**config.mk**
```make
export PLATFORM = sky130hd
export DESIGN_NAME = keymode_selector_flat
export DESIGN_NICKNAME = d
export VERILOG_FILES = /design/src/rtl/keymode_selector_if.sv /design/src/rtl/keymode_selector.sv /design/src/flat_wrapper.sv
export SDC_FILE = /design/constraint.sdc
export NUM_CORES = 1
export LEC_CHECK = 0
export CORE_AREA = 2 2 54 69
export DETAILED_ROUTE_END_ITERATION = 12
export DIE_AREA = 0 0 56 71
export PLACE_DENSITY = 0.66
export SYNTH_ARGS = -nofsm -noshare
export SYNTH_HDL_FRONTEND = slang
export SYNTH_SLANG_ARGS = --single-unit
```
**constraint.sdc**
```tcl
create_clock -name clk -period 2.61 [get_ports clk]
set_input_delay 0.3915 -clock clk [delete_from_list [all_inputs] [get_ports clk]]
set_output_delay 0.3915 -clock clk [all_outputs]
set_load 0.02 [all_outputs]
```
**src/rtl/keymode_selector_if.sv**
```systemverilog
// Key-event and control bundle between the PS/2 front end (master) and keymode_selector (slave).
interface keymode_selector_if #(
   parameter int NUM_MODES = 3,
   parameter int NUM_TESTS = 5
);
   localparam int MW = (NUM_MODES > 1) ? $clog2(NUM_MODES) : 1;

   logic                 key_event;
   logic [7:0]           scancode;
   logic                 released;
   logic                 extended;
   logic [MW-1:0]        mode;
   logic [NUM_TESTS-1:0] test_pulse;
   logic                 return_to_bios;
   logic                 busy;

   modport master (
      output key_event, scancode, released, extended,
      input  mode, test_pulse, return_to_bios, busy
   );

   modport slave (
      input  key_event, scancode, released, extended,
      output mode, test_pulse, return_to_bios, busy
   );
endinterface

```
**src/rtl/keymode_selector.sv**
```systemverilog
// Maps released digit keys to a display mode or a timed one-hot test trigger; Ctrl+Backspace strobes return_to_bios.
// Define KEYMODE_KEYPAD_EN to also accept numeric-keypad digits.
module keymode_selector #(
   parameter int NUM_MODES = 3,
   parameter int NUM_TESTS = 5,
   parameter int PULSE_LEN = 4,
   parameter int GAP_LEN   = 16
) (
   input  logic              clk,
   input  logic              rst_n,
   keymode_selector_if.slave bus
);
   localparam int MW = (NUM_MODES > 1) ? $clog2(NUM_MODES) : 1;
   localparam int IW = (NUM_TESTS > 1) ? $clog2(NUM_TESTS) : 1;
   localparam logic [3:0] LP_MODE_MAX   = 4'(NUM_MODES);
   localparam logic [3:0] LP_TEST_MAX   = 4'(NUM_MODES + NUM_TESTS);
   localparam logic [7:0] LP_PULSE_LOAD = 8'(PULSE_LEN - 1);
   localparam logic [7:0] LP_GAP_LOAD   = 8'(GAP_LEN - 1);

   typedef enum logic [1:0] {S_IDLE, S_PULSE, S_GAP} state_t;

   state_t               r_state, w_state_nxt;
   logic [7:0]           r_cnt, w_cnt_nxt;
   logic [IW-1:0]        r_idx, w_idx_nxt;
   logic [MW-1:0]        r_mode;
   logic                 r_rtb;
   logic                 r_lctrl, r_rctrl;

   logic [3:0]           w_digit;
   logic                 w_rel;
   logic                 w_mode_hit;
   logic                 w_test_hit;
   logic                 w_bs;
   logic [MW-1:0]        w_mode_val;
   logic [IW-1:0]        w_test_idx;
   logic [NUM_TESTS-1:0] w_tp;

   // Digit 1..9 for a scancode, 0 when the code is not a digit key.
   function automatic logic [3:0] f_digit(input logic [7:0] code);
      case (code)
         8'h16:   f_digit = 4'd1;
         8'h1E:   f_digit = 4'd2;
         8'h26:   f_digit = 4'd3;
         8'h25:   f_digit = 4'd4;
         8'h2E:   f_digit = 4'd5;
         8'h36:   f_digit = 4'd6;
         8'h3D:   f_digit = 4'd7;
         8'h3E:   f_digit = 4'd8;
         8'h46:   f_digit = 4'd9;
`ifdef KEYMODE_KEYPAD_EN
         8'h69:   f_digit = 4'd1;
         8'h72:   f_digit = 4'd2;
         8'h7A:   f_digit = 4'd3;
         8'h6B:   f_digit = 4'd4;
         8'h73:   f_digit = 4'd5;
         8'h74:   f_digit = 4'd6;
         8'h6C:   f_digit = 4'd7;
         8'h75:   f_digit = 4'd8;
         8'h7D:   f_digit = 4'd9;
`endif
         default: f_digit = 4'd0;
      endcase
   endfunction

   assign w_digit    = bus.extended ? 4'd0 : f_digit(bus.scancode);
   assign w_rel      = bus.key_event & bus.released & ~bus.extended;
   assign w_mode_hit = w_rel && (w_digit != 4'd0) && (w_digit <= LP_MODE_MAX);
   assign w_test_hit = w_rel && (w_digit > LP_MODE_MAX) && (w_digit <= LP_TEST_MAX);
   assign w_bs       = w_rel && (bus.scancode == 8'h66) && (r_lctrl | r_rctrl);
   assign w_mode_val = MW'(w_digit - 4'd1);
   assign w_test_idx = IW'(w_digit - LP_MODE_MAX - 4'd1);

   always_ff @(posedge clk or negedge rst_n) begin
      if (!rst_n) begin
         r_state <= S_IDLE;
         r_cnt   <= '0;
         r_idx   <= '0;
      end else begin
         r_state <= w_state_nxt;
         r_cnt   <= w_cnt_nxt;
         r_idx   <= w_idx_nxt;
      end
   end

   // The Ctrl+Backspace strobe aborts any running test and beats a same-cycle trigger.
   always_comb begin
      w_state_nxt = r_state;
      w_cnt_nxt   = r_cnt;
      w_idx_nxt   = r_idx;
      if (w_bs) begin
         w_state_nxt = S_IDLE;
         w_cnt_nxt   = '0;
      end else begin
         case (r_state)
            S_IDLE: begin
               if (w_test_hit) begin
                  w_state_nxt = S_PULSE;
                  w_idx_nxt   = w_test_idx;
                  w_cnt_nxt   = LP_PULSE_LOAD;
               end
            end
            S_PULSE: begin
               if (r_cnt == 8'd0) begin
                  if (GAP_LEN == 0) begin
                     w_state_nxt = S_IDLE;
                  end else begin
                     w_state_nxt = S_GAP;
                     w_cnt_nxt   = LP_GAP_LOAD;
                  end
               end else begin
                  w_cnt_nxt = r_cnt - 8'd1;
               end
            end
            S_GAP: begin
               if (r_cnt == 8'd0) w_state_nxt = S_IDLE;
               else               w_cnt_nxt   = r_cnt - 8'd1;
            end
            default: w_state_nxt = S_IDLE;
         endcase
      end
   end

   always_ff @(posedge clk or negedge rst_n) begin
      if (!rst_n) begin
         r_mode  <= '0;
         r_rtb   <= 1'b0;
         r_lctrl <= 1'b0;
         r_rctrl <= 1'b0;
      end else begin
         r_rtb <= w_bs;
         if (w_mode_hit) r_mode <= w_mode_val;
         if (bus.key_event && (bus.scancode == 8'h14)) begin
            if (bus.extended) r_rctrl <= ~bus.released;
            else              r_lctrl <= ~bus.released;
         end
      end
   end

   // Decoded from state so at most one trigger bit can ever be high.
   always_comb begin
      w_tp = '0;
      if (r_state == S_PULSE) begin
         for (int i = 0; i < NUM_TESTS; i++) w_tp[i] = (r_idx == IW'(i));
      end
   end

   assign bus.mode           = r_mode;
   assign bus.test_pulse     = w_tp;
   assign bus.return_to_bios = r_rtb;
   assign bus.busy           = (r_state != S_IDLE);
endmodule
```
**src/flat_wrapper.sv**
```systemverilog
// flat-port wrapper written by rule: the top's interface ports become plain ports
module keymode_selector_flat 
#(
   parameter int NUM_MODES = 3,
   parameter int NUM_TESTS = 5,
   parameter int PULSE_LEN = 4,
   parameter int GAP_LEN   = 16
)
  (clk, rst_n, bus_key_event, bus_scancode, bus_released, bus_extended, bus_mode, bus_test_pulse, bus_return_to_bios, bus_busy);
  keymode_selector_if #(.NUM_MODES(NUM_MODES), .NUM_TESTS(NUM_TESTS)) bus_i ();
  input  logic clk;
  input  logic rst_n;
  input wire logic [$bits(bus_i.key_event)-1:0] bus_key_event;
  input wire logic [$bits(bus_i.scancode)-1:0] bus_scancode;
  input wire logic [$bits(bus_i.released)-1:0] bus_released;
  input wire logic [$bits(bus_i.extended)-1:0] bus_extended;
  output wire logic [$bits(bus_i.mode)-1:0] bus_mode;
  output wire logic [$bits(bus_i.test_pulse)-1:0] bus_test_pulse;
  output wire logic [$bits(bus_i.return_to_bios)-1:0] bus_return_to_bios;
  output wire logic [$bits(bus_i.busy)-1:0] bus_busy;
  assign bus_i.key_event = bus_key_event;
  assign bus_i.scancode = bus_scancode;
  assign bus_i.released = bus_released;
  assign bus_i.extended = bus_extended;
  assign bus_mode = bus_i.mode;
  assign bus_test_pulse = bus_i.test_pulse;
  assign bus_return_to_bios = bus_i.return_to_bios;
  assign bus_busy = bus_i.busy;
  keymode_selector #(.NUM_MODES(NUM_MODES), .NUM_TESTS(NUM_TESTS), .PULSE_LEN(PULSE_LEN), .GAP_LEN(GAP_LEN)) u_core (.clk(clk), .rst_n(rst_n), .bus(bus_i));
endmodule
```
==> key figures, run 1 <==
Drt
  • Final WL: 3.61 mm
  • Initial drt markers: 46
  • Via density: 5.70
  • DRT Pass-1 Iters: 4
  • Avg WL per Cell: 14.8 um
  • DR DRC count: 0
  • Routed vias: about 1,400
  • Final ANT Viol Nets: 0

STA
  • Final Max Tran Viols: 0
  • Hold Slack: 0.481 ns
  • Final Hold Viols: 0
  • Max Fclk: a little over 400 MHz
  • Worst-margin pin slew: between 0.8 and 0.9 ns
  • # setup viols final: 0
  • Period Utilization, post-route: 0.943
  • Worst clock skew: roughly 0.012 ns
  • Fin crit period: between 2 and 2.5 ns
  • Max-Slew Margin vs Limit: 0.431

Worst setup path
  • Worst-path cell chain: inv_1 > ha_1 > nand2b_1 > nor3_1 > clkdlybuf4s50_1
  • CP arrival: about 2.1 ns
  • WP buf/inv: 2
  • CP Max Fanout: 10
  • Family with the most delay on the worst path: buffers and inverters
  • Type of origin of the critical path: flop
  • Crit path kind: reg2out
  • Critical Path RT: approximately 2.2 ns
  • Worst path slowest cell: clkdlybuf4s50_1
  • Max incr delay on CP: between 0.6 and 0.7 ns
  • Critical path endpoint category: primary output

Floorplan
  • IO Pins: 22
  • Initial Util: 0.427
  • Die Area: approximately 0.0040 sq mm
  • Row cnt: 24
  • Chip height: 71 um
  • Die W: around 56 um
  • Core ar.: 0.00336 sq mm

Yosys
  • Synth Flop Type: dfrtp_1
  • Mapped cell area: around 0.0014 sq mm
  • Flops & latches, synth: 18
  • Post-synth cell types: 54
  • Share of flip-flops with an asynchronous set or reset: 1.00
  • Synth Area per Inst: about 8.7 sq um
  • Largest area contributor in the netlist: dfrtp_1
  • Ranking of synthesized cells by area: dfrtp_1 (31%), ha_1 (6.1%), o21ai_0 (5.2%)
  • Top cell type's share of synthesized area: 0.313
  • Synth warn: 0
  • Sequential share of the synthesized area: 0.313
  • Number of synthesized flops with an enable pin: 0
  • Mapped Nets: about 190
  • Mapped Cells: around 170

Clock network
  • Clock root cell: clkbuf_8
  • CTS buffer count: 3
  • Clock-pin transition on the worst setup and hold timing paths: about 0.08 ns
  • CTS tree: yes
  • CTS Hold Bufs: 0
  • Post-CTS Setup Repair Bufs: 0
  • CTS Sinks: 18
  • Worst-Skew Late Latency: roughly 0.26 ns
  • H-tree lvl count: 1
  • Max clock buf depth: 2

Finish
  • # nets final: about 230
  • ANT cells: 0
  • Layout cells sized above 1: 0.210
  • Filler cell count: between 300 and 400
  • Layout area overhead: 29.9%

GRT
  • First-pass GRT wire length: 6.27 mm
  • Vias in the first global route: around 1,500
  • Gr usage total: 0.194
  • Initial antenna violation count: 0
  • GRT overflow: 0
  • Largest net degree at the start of global routing: 19

Placed design
  • IO buf count: 21
  • GPL Wtd Cong: about 0.8
  • Dpl hpwl: roughly 2.9 mm

Power and ir drop
  • VDD IR max: about 0.00027 V
  • Total power: 816 uW
  • Cell Pwr Density: 437 mW/mm^2
  • Leakage: around 0.00084 uW

Worst hold path
  • Worst min-delay path class: reg2reg

Flow run
  • Max-cap viol count: 0

Status
  • Status: finished, final reports clean
[per-layer routing]
metal,wire [um],global-route usage
met1,1470,0.218
met2,1910,0.359
met3,126,0.0183
met4,101,0.0979
met5,0,0
[worst min-delay path, cell delays in order, from the launching register on]
cell and delay, ns:
dfrtp_1 0.34, nand2_1 0.05, o21ai_0 0.06
[kinds of logic after synthesis]
family | share of synthesized area
xor gates and xnor gates | 0.0174
muxes | 0.0383
AOI/OAI and AO/OA | 0.208
buffers and inverters | 0.0496
DFF | 0.313
and+or+nand+nor | 0.312
adders and majority gates | 0.0609
[final cells by class]
class / instances / area (sq um) / area share
inverter: 11 / 41.3 / 0.0221
sequential: 18 / 450 / 0.241
timing repair buffer: 40 / 353 / 0.189
multi-input combinational: 132 / 918 / 0.492
clock buffer: 4 / 55.1 / 0.0295
tap: 39 / 48.8 / 0.0261
[registers in the layout, indices dropped and copies added, names as in the netlist]
name,count
u_core.r_idx,3
u_core.r_cnt,8
u_core.bus.mode,2
u_core.bus.return_to_bios,1
u_core.r_state,2
u_core.r_rctrl,1
u_core.r_lctrl,1
[stage by stage]
stage               instance area (sq um)  TNS (ns)  utilization  setup WS (ns)  std cells
finish                               1870         0        0.555          0.148        244
global route                         1870  -0.00142        0.555       -0.00142        244
CTS                                  1860         0        0.554          0.113        244
detailed placement                   1810    -0.886        0.538         -0.138        240
global placement                     1810    -0.279        0.538        -0.0692        240
floorplan                            1440         0            -          0.376        165
[power by group]
part,internal [uW],switching [uW]
Combinational,122,146
Sequential,299,15.7
Clock,134,99.3
[cell usage after synthesis (2+ instances only)]
master	number
a21oi_1	14
and3b_1	2
buf_6	2
dfrtp_1	18
ha_1	7
inv_1	11
mux2i_1	3
nand2_1	14
nand2b_1	4
nand3_1	4
nand3b_1	3
nand4_1	4
nand4b_1	2
nor2_1	12
nor2b_1	2
nor3_1	5
nor3b_1	3
o211ai_1	4
o21ai_0	15
or3_1	2
[layout by cell type (no fill, tap or decap), types with 3 or more instances in the layout]
master,n
a21oi_1,14
buf_4,19
clkbuf_8,4
clkdlybuf4s50_1,21
dfrtp_1,18
ha_1,6
inv_1,11
mux2i_1,3
nand2_1,14
nand2b_1,4
nand3_1,4
nand3b_1,3
nand4_1,4
nor2_1,12
nor3_1,5
nor3b_1,3
o211ai_1,4
o21ai_0,14
[final timing paths]
path / end / cells past startpoint / from / slack, ns
min in group asynchronous: u_core.r_cnt[0] / 1 / rst_n / 0.61
worst max-delay path: bus_test_pulse[0] / 5 / u_core.r_state[1] / 0.15
worst max register to register: u_core.r_cnt[6] / 8 / u_core.r_cnt[0] / 0.38
worst min-delay path: u_core.bus.mode[1] / 2 / u_core.bus.mode[1] / 0.48
max in group asynchronous: u_core.r_cnt[4] / 1 / rst_n / 1.46
worst min register to register: u_core.bus.mode[1] / 2 / u_core.bus.mode[1] / 0.48
[timing repair]
action,CTS,global route
setup endpoints to repair,0,3
hold endpoints to repair,0,0
resized for setup,0,2
Power figures use the tool's default switching activity.
==> run 2: changes to the inputs <==
- clock period: 2.61 -> 2.6 ns (I/O delays scaled with it)
==> run 2 against run 1 <==
Design area fell by 0.40%. Total power rose by 0.38%. Non-clock buffer count fell by 1. Sequential share of layout area rose by 0.097 points. Critical path depth rose by 7. Via count fell by 0.72%. Worst setup slack got worse by 0.019 ns.
==> key figures, run 2 (synthesized netlist as in run 1, its figures left out) <==
Status
  • Status: finished, final reports clean

Placed design
  • Dpl hpwl: between 2 and 3 mm
  • Placed inst area: approximately 0.0018 sq mm
  • IO buf count: 21
  • GPL Wtd Cong: between 0.8 and 0.9

Clock network
  • Post-CTS Setup Repair Bufs: 0
  • CTS buffer count: 3
  • Worst-Skew Late Latency: between 0.2 and 0.3 ns
  • Max clock buf depth: 2
  • Clock root cell: clkbuf_8
  • CTS Sinks: 18
  • CTS Hold Bufs: 0
  • H-tree lvl count: 1
  • Clock-pin transition on the worst setup and hold timing paths: ~0.080 ns
  • CTS tree: yes

Finish
  • Largest regs: u_core.r_cnt (8), u_core.r_idx (3)
  • Commonest non-fill, non-tap cells in the layout: clkdlybuf4s50_1 (21), buf_4 (18), dfrtp_1 (18)
  • # nets final: between 200 and 250
  • Layout cells sized above 1: 0.206
  • Layout area overhead: 29.3%
  • Largest register FFs: 8
  • Top reg by flops: u_core.r_cnt
  • Filler cell count: approximately 320
  • ANT cells: 0
  • Commonest non-fill, non-tap cell in the layout: clkdlybuf4s50_1
  • Fin area: 0.00186 sq mm

Drt
  • DR DRC count: 0
  • Via density: ~5.7
  • DRT Pass-1 Iters: 4
  • Avg WL per Cell: 14.8 um
  • Routed vias: between 1,000 and 1,500
  • Final ANT Viol Nets: 0
  • Final WL: between 3 and 4 mm
  • Initial drt markers: between 50 and 60

Power and ir drop
  • Leakage: 0.000835 uW
  • VDD IR max: 0.000283 V
  • Cell Pwr Density: 441 mW/mm^2

STA
  • Period Utilization, post-route: 0.950
  • Max Fclk: 405 MHz
  • # setup viols final: 0
  • RSZ-0062 raised after global routing: false
  • Final Hold Viols: 0
  • Final Max Tran Viols: 0
  • Worst-margin pin slew: 0.851 ns
  • Final setup TNS: 0 ns
  • Max-Slew Margin vs Limit: 0.431
  • Worst clock skew: 0.00580 ns
  • Fin crit period: about 2.5 ns

Worst setup path
  • CP arrival: ~2.7 ns
  • Type of origin of the critical path: input port
  • Crit path kind: in2reg
  • Critical Path RT: roughly 2.8 ns
  • CP Max Fanout: 3
  • Worst reg2reg path depth: 8
  • Critical path endpoint category: flop

GRT
  • Initial antenna violation count: 0
  • Gr usage total: 0.195
  • Largest net degree at the start of global routing: 19
  • GRT overflow: 0
  • First-pass GRT wire length: a little over 6 mm
  • Vias in the first global route: roughly 1,400

Floorplan
  • Initial Util: 0.427
  • Core ar.: 0.00336 sq mm
  • IO Pins: 22
  • Row cnt: 24
  • Die W: ~56 um
  • Die Area: around 0.0040 sq mm
  • Chip height: 71 um

Worst hold path
  • WHS Path Cells: 2
  • Worst min-delay path class: reg2reg

Flow run
  • Max-cap viol count: 0
## run 2: changes by cell type in the layout (fill, tap and decap cells not counted), sizes merged
cell	change
buf	-1
## run 2: layout make-up
class                   instances  area [sq um]  area share
multi-input cells             132           918       0.494
well taps                      39          48.8      0.0262
clock buffers                   4          55.1      0.0296
inverters                      11          41.3      0.0222
repair buffers                 39           345       0.186
flip-flops and latches         18           450       0.242
## run 2: repair_timing
action	in CTS	in global routing
setup endpoints to repair	0	6
hold endpoints to repair	0	0
resized for setup	0	2
## run 2: routing by layer
layer	wire, um	share of wire	track usage	vias to the layer above
li1	-	-	-	679
met1	1420	0.40	0.203	657
met2	1970	0.55	0.361	37
met3	108	0.030	0.0256	9
met4	97	0.027	0.124	0
met5	0	0	0	-
## run 2: worst paths after layout
kind,startpoint,endpoint,slack (ns)
min in group asynchronous,rst_n,u_core.r_rctrl,0.61
hold reg to reg,u_core.r_rctrl,u_core.r_rctrl,0.48
max in group asynchronous,rst_n,u_core.bus.mode[0],1.46
setup / recovery,bus_scancode[7],u_core.r_cnt[4],0.13
hold / removal,u_core.r_rctrl,u_core.r_rctrl,0.48
setup reg to reg,u_core.r_cnt[0],u_core.r_cnt[7],0.28
## run 2: power by group
group	switching (uW)	internal [uW]
clock	102	135
sequential	15.8	300
combinational	145	122
total	262	557
## run 2: worst max-delay path: stages
cell and delay, ns:
clkdlybuf4s50_1 0.49, and4bb_2 0.25, and2b_2 0.20, o211ai_1 0.07, o21ai_1 0.10, nand2b_1 0.12, ha_2 0.20, o211ai_2 0.11
o21bai_2 0.15, nor2_2 0.06, or3_1 0.37, a21oi_1 0.15
## run 2: per-stage QoR
stage               std cells  hold slack, ns  utilization  setup WS, ns  power [uW]
floorplan                 165          0.0944            -         0.367         489
global placement          239           0.466        0.536       -0.0878         578
detailed placement        239           0.472        0.536        -0.193         588
CTS                       243           0.489        0.552        0.0767         824
global route              243           0.541        0.553       0.00691         865
finish                    243           0.485        0.553         0.129         819
